File: config.mk
export PLATFORM = sky130hd
export DESIGN_NAME = input_conditioner
export DESIGN_NICKNAME = d
export VERILOG_FILES = /design/src/rtl/input_conditioner.sv
export SDC_FILE = /design/constraint.sdc
export NUM_CORES = 1
export LEC_CHECK = 0
export BUFFER_PORTS_ARGS = -buffer_cell sky130_fd_sc_hd__buf_2
export CELL_PAD_IN_SITES_DETAIL_PLACEMENT = 1
export CELL_PAD_IN_SITES_GLOBAL_PLACEMENT = 1
export CORE_UTILIZATION = 35
export DETAILED_ROUTE_END_ITERATION = 6
export GPL_ROUTABILITY_DRIVEN = 1
export PLACE_DENSITY = 0.72
export SKIP_CTS_REPAIR_TIMING = 1
export SLEW_MARGIN = 0
export SYNTH_ARGS = -nofsm -noshare
export SYNTH_HDL_FRONTEND = slang
export SYNTH_SLANG_ARGS = --single-unit
File: constraint.sdc
create_clock -name clk -period 1.5 [get_ports clk]
set_input_delay 0.45 -clock clk [delete_from_list [all_inputs] [get_ports clk]]
set_output_delay 0.45 -clock clk [all_outputs]
set_load 0.05 [all_outputs]
File: src/rtl/input_conditioner.sv
// Multi-channel pin front end: synchroniser chain, consecutive-sample debounce, and edge strobes.
// Define INPUT_CONDITIONER_STICKY_EN to add the req_ack/req_out sticky request latch.
module input_conditioner #(
  parameter int NUM_CH          = 4,
  parameter int SYNC_STAGES     = 2,
  parameter int DEBOUNCE_CYCLES = 16
) (
  input  logic              clk,
  input  logic              reset,
  input  logic [NUM_CH-1:0] raw_in,
`ifdef INPUT_CONDITIONER_STICKY_EN
  input  logic [NUM_CH-1:0] req_ack,
  output logic [NUM_CH-1:0] req_out,
`endif
  output logic [NUM_CH-1:0] level_out,
  output logic [NUM_CH-1:0] rise_out,
  output logic [NUM_CH-1:0] fall_out
);

  localparam int CNT_W = $clog2(DEBOUNCE_CYCLES + 1);
  localparam logic [CNT_W-1:0] CNT_MAX = CNT_W'(DEBOUNCE_CYCLES - 1);
  localparam logic [CNT_W-1:0] CNT_ONE = CNT_W'(1);

  logic [NUM_CH-1:0] sync_p [SYNC_STAGES];
  logic [NUM_CH-1:0] sync_q;
  logic [CNT_W-1:0]  cnt_p1 [NUM_CH];
  logic [CNT_W-1:0]  cnt_d  [NUM_CH];
  logic [NUM_CH-1:0] level_d;

  // Synchroniser: plain flop chain, nothing between stages
  always_ff @(posedge clk) begin
    if (reset) begin
      for (int s = 0; s < SYNC_STAGES; s++) sync_p[s] <= '0;
    end else begin
      sync_p[0] <= raw_in;
      for (int s = 1; s < SYNC_STAGES; s++) sync_p[s] <= sync_p[s-1];
    end
  end

  assign sync_q = sync_p[SYNC_STAGES-1];

  // Debounce: any sample agreeing with the current level restarts the run
  always_comb begin
    level_d = level_out;
    for (int i = 0; i < NUM_CH; i++) begin
      cnt_d[i] = cnt_p1[i];
      if (sync_q[i] == level_out[i]) begin
        cnt_d[i] = '0;
      end else if (cnt_p1[i] == CNT_MAX) begin
        level_d[i] = sync_q[i];
        cnt_d[i]   = '0;
      end else begin
        cnt_d[i] = cnt_p1[i] + CNT_ONE;
      end
    end
  end

  // Level and edge strobes register on the same edge
  always_ff @(posedge clk) begin
    if (reset) begin
      for (int i = 0; i < NUM_CH; i++) cnt_p1[i] <= '0;
      level_out <= '0;
      rise_out  <= '0;
      fall_out  <= '0;
    end else begin
      for (int i = 0; i < NUM_CH; i++) cnt_p1[i] <= cnt_d[i];
      level_out <= level_d;
      rise_out  <= level_d & ~level_out;
      fall_out  <= ~level_d & level_out;
    end
  end

`ifdef INPUT_CONDITIONER_STICKY_EN
  // Sticky request: set by a rise strobe, which outranks a same-cycle ack
  always_ff @(posedge clk) begin
    if (reset) req_out <= '0;
    else       req_out <= rise_out | (req_out & ~req_ack);
  end
`endif

endmodule

==> flow_summary_export.csv <==
group,metric,value,unit
die,boundaryPins,18,
sta,setup_total_negative_slack,0,ns
sta,post-route-min-period,1.45,ns
route,antenna_viol_nets_final,0,
die,initial_core_util,36.9,%
placed_design,postPlaceCellArea,1550,sq um
worst_setup_path,crit_arrival,1.68,ns
synthesis,synthMostInstantiatedCell,"dfxtp_1",
finish,layout-area-overhead-vs-synth,28.1,%
finish,final_cell_area,1760,sq um
pwr,seqPwrFrac,52.1,%
worst_setup_path,crit_path_top_delay_cell,"or3_4",
synthesis,synth_edf_count,0,
sta,timing.hold.ws,0.371,ns
sta,tightestPinTransition,0.270,ns
pwr,power.share.clock,45.7,%
synthesis,seq_area_frac_synth,58.3,%
worst_setup_path,worstReg2RegEnd,"cnt_p1[3][3]$_SDFF_PP0_",
placed_design,gp_congestion,0.659,
worst_setup_path,path_max_fanout,5,
finish,antenna_cells_inserted,0,
cts,cts_inserted_buffers,5,
worst_setup_path,end_kind,"flop",
hold_path,hold_depth,2,
finish,utilization,47.3,%
route,firstDrtPassIters,4,
pwr,pwr-share-comb,2.2,%
synthesis,synth_flop_cell,"dfxtp_1",
synthesis,synth_top_area_share,58.3,%
worst_setup_path,crit_path_cell_trace,"ha_2 > and3_1 > ha_1 > or3_4 > nor2_2",
hold_path,hold_path.startpoint,"raw_in[3]",
worst_setup_path,critPathMaxStageDelay,0.37,ns
synthesis,synth_top_cells_by_area,"dfxtp_1 58%, ha_1 7.3%, nor2_1 6.6%",
pwr,internal-power,1.68,mW
synthesis,synth_seq_cells,40,
worst_setup_path,reg2regPathDepth,5,
cts,root_buffer,"clkbuf_8",
finish,finalNetCount,170,
synthesis,synthesis.area,1370,sq um
global_route,grt_pass1_wl,4180,um
route,vias,917,
route,post_drt_wl_per_cell,12.2,um
cts,cts-htree-levels,2,
pwr,irDropWorstVdd,0.677,mV
global_route,grt-ovfl-total,0,
cts,clkSinkCount,40,
synthesis,ys_async_sr_fraction,0,%
sta,maxClockFrequency,691,MHz
cts,maximum_root_to_sink_buffer_count,2,
sta,setup_viol,0,
pwr,netSwitchingPower,395,uW
sta,timing.slew.headroom,81.8,%
route,route.detailed.vias_per_inst,4.47,
synthesis,synth_top_cells_by_count,"40 x dfxtp_1, 24 x nor2_1",
synthesis,syn_avg_cell_area,10.8,sq um
pwr,cellLeakagePower,0.696,nW
global_route,number_of_antenna_violations_at_the_first_check_in_global_routing,0,
flow_run,cap_violations,0,
worst_setup_path,reg2reg_slack,0.05,ns
worst_setup_path,critical_path.reg2reg.startpoint,"cnt_p1[3][0]$_SDFF_PP0_",
sta,hold_viol_final,0,
synthesis,synthesis.instances,127,
die,core-area,3720,sq um
die,chip_height,64.6,um
hold_path,hold_path.class,"input pin to flop",
global_route,largest_net_degree_at_the_start_of_global_routing,14,
global_route,grt_pass1_vias,958,
finish,multiInputGateArea,588,sq um
synthesis,synthDistinctLibCells,15,
die,die_x,64.6,um
route,routed_wirelength,2500,um
synthesis,synthesis.yosys.warnings,0,
die,dieArea,4180,sq um
worst_setup_path,setup.worst_path.start_class,"flop",
placed_design,place.detailed.instances,195,
placed_design,buffer_ports.inserted,17,
worst_setup_path,worstSetupPathType,"flop to flop",
placed_design,dpl.hpwl,1760,um
die,placementRows,22,
cts,clkTransAtPathRegs,0.08,ns
finish,num-fill-cells,416,
sta,timing_max_transition_violations_final,0,
pwr,powerDensity,1180,nW/um^2
synthesis,cell_type_with_the_highest_aggregate_area_in_the_netlist,"dfxtp_1",
finish,stdcell_count,205,
placed_design,dpl_worst_slack,-0.0578,ns
global_route,global_route.usage.total,13.8,%
finish,drive_gt1_share,36.3,%
cts,worst_skew_late_latency,0.29,ns
pwr,netSwitchingFraction,19.0,%
sta,fin_worst_skew,0.00207,ns
hold_path,hold-path-endpoint,"sync_p[0][3]$_SDFF_PP0_",
finish,register_area,808,sq um
worst_setup_path,worst_ep_required_time,1.73,ns
sta,timing.final.ws_setup,0.0533,ns
synthesis,postSynthNetCount,141,
cts,tritoncts_clock_tree,"built",
route,violation_count_after_the_first_detailed_route_iteration,23,
sta,finalCritPeriodShare,96.4,%
status,run_status,"complete, no violations",
route,post-route-drc-count,0,
pwr,power,2.08,mW
per-layer routing:
metal	up-vias	global-route usage [%]	routed length [um]	part of all wire, %
met1	424	12.7	1010	40
met2	18	25.5	1340	53
met5	-	0	0	0
li1	468	-	-	-
met4	0	8.61	44	1.8
met3	7	4.75	111	4.4
power by group through the flow:
stage               sequential (mW)  combinational [mW]  clock (mW)
floorplan                      1.10              0.0262           0
global placement               1.11              0.0391           0
detailed placement             1.11              0.0412           0
CTS                            1.08              0.0411       0.985
global route                   1.09              0.0518        1.02
finish                         1.08              0.0447       0.951
registers in the layout, indices dropped and copies added (netlist names):
signal	count
cnt_p1	20
sync_p	8
rise_out	4
level_out	4
fall_out	4
worst max-delay path: cells and delay by family (launching register included):
kind / cells / cell delay (ns)
simple gates: 3 / 0.66
fa+ha+maj: 2 / 0.39
flops: 1 / 0.34
layout make-up:
type,instances,area share [%]
repair buffers,24,8.26
multi-input cells,77,33.5
well taps,48,3.42
clock buffers,7,5.48
clock inverters,1,1.71
flip-flops and latches,40,46.0
inverters,8,1.71
logic make-up (layout without fill, tap and decap cells):
logic type	count (synthesis)	count (layout)	share of synthesized area, %
flops	40	40	58.3
simple gates	53	53	21.1
xor+xnor	12	12	7.66
mux	4	4	2.92
buf+inv	10	40	2.74
fa+ha+maj	8	8	7.29
how the worst max path moves through the flow:
stage,start,endpoint,slack (ns),cells past startpoint
final,cnt_p1[3][0]$_SDFF_PP0_,cnt_p1[3][3]$_SDFF_PP0_,0.05,5
after global routing,cnt_p1[1][0]$_SDFF_PP0_,cnt_p1[1][2]$_SDFF_PP0_,-0.02,5
after CTS,cnt_p1[1][0]$_SDFF_PP0_,cnt_p1[1][0]$_SDFF_PP0_,-0.09,5
after detailed placement,cnt_p1[1][0]$_SDFF_PP0_,cnt_p1[1][0]$_SDFF_PP0_,-0.06,5
after global placement,cnt_p1[2][0]$_SDFF_PP0_,cnt_p1[2][2]$_SDFF_PP0_,0.02,5
after floorplan,cnt_p1[2][0]$_SDFF_PP0_,cnt_p1[2][2]$_SDFF_PP0_,0.05,5
placed cells by master, fill, tap and decap left out:
cell type and count:
nand3_1 4, clkbuf_8 7, nor3_2 2, mux2i_1 2, inv_1 8, nor2_1 17
buf_2 14, clkbuf_4 2, or3_4 4, ha_1 4, nor2_2 7, nor4bb_1 3
nand2_1 1, dfxtp_1 34, xor2_1 4, mux2i_4 1, buf_4 8, bufinv_16 1
nor3_1 3, and3_1 4, nor2b_1 8, dfxtp_2 6, xnor2_1 8, mux2i_2 1
ha_2 4
(Power assumes the default switching activity.)
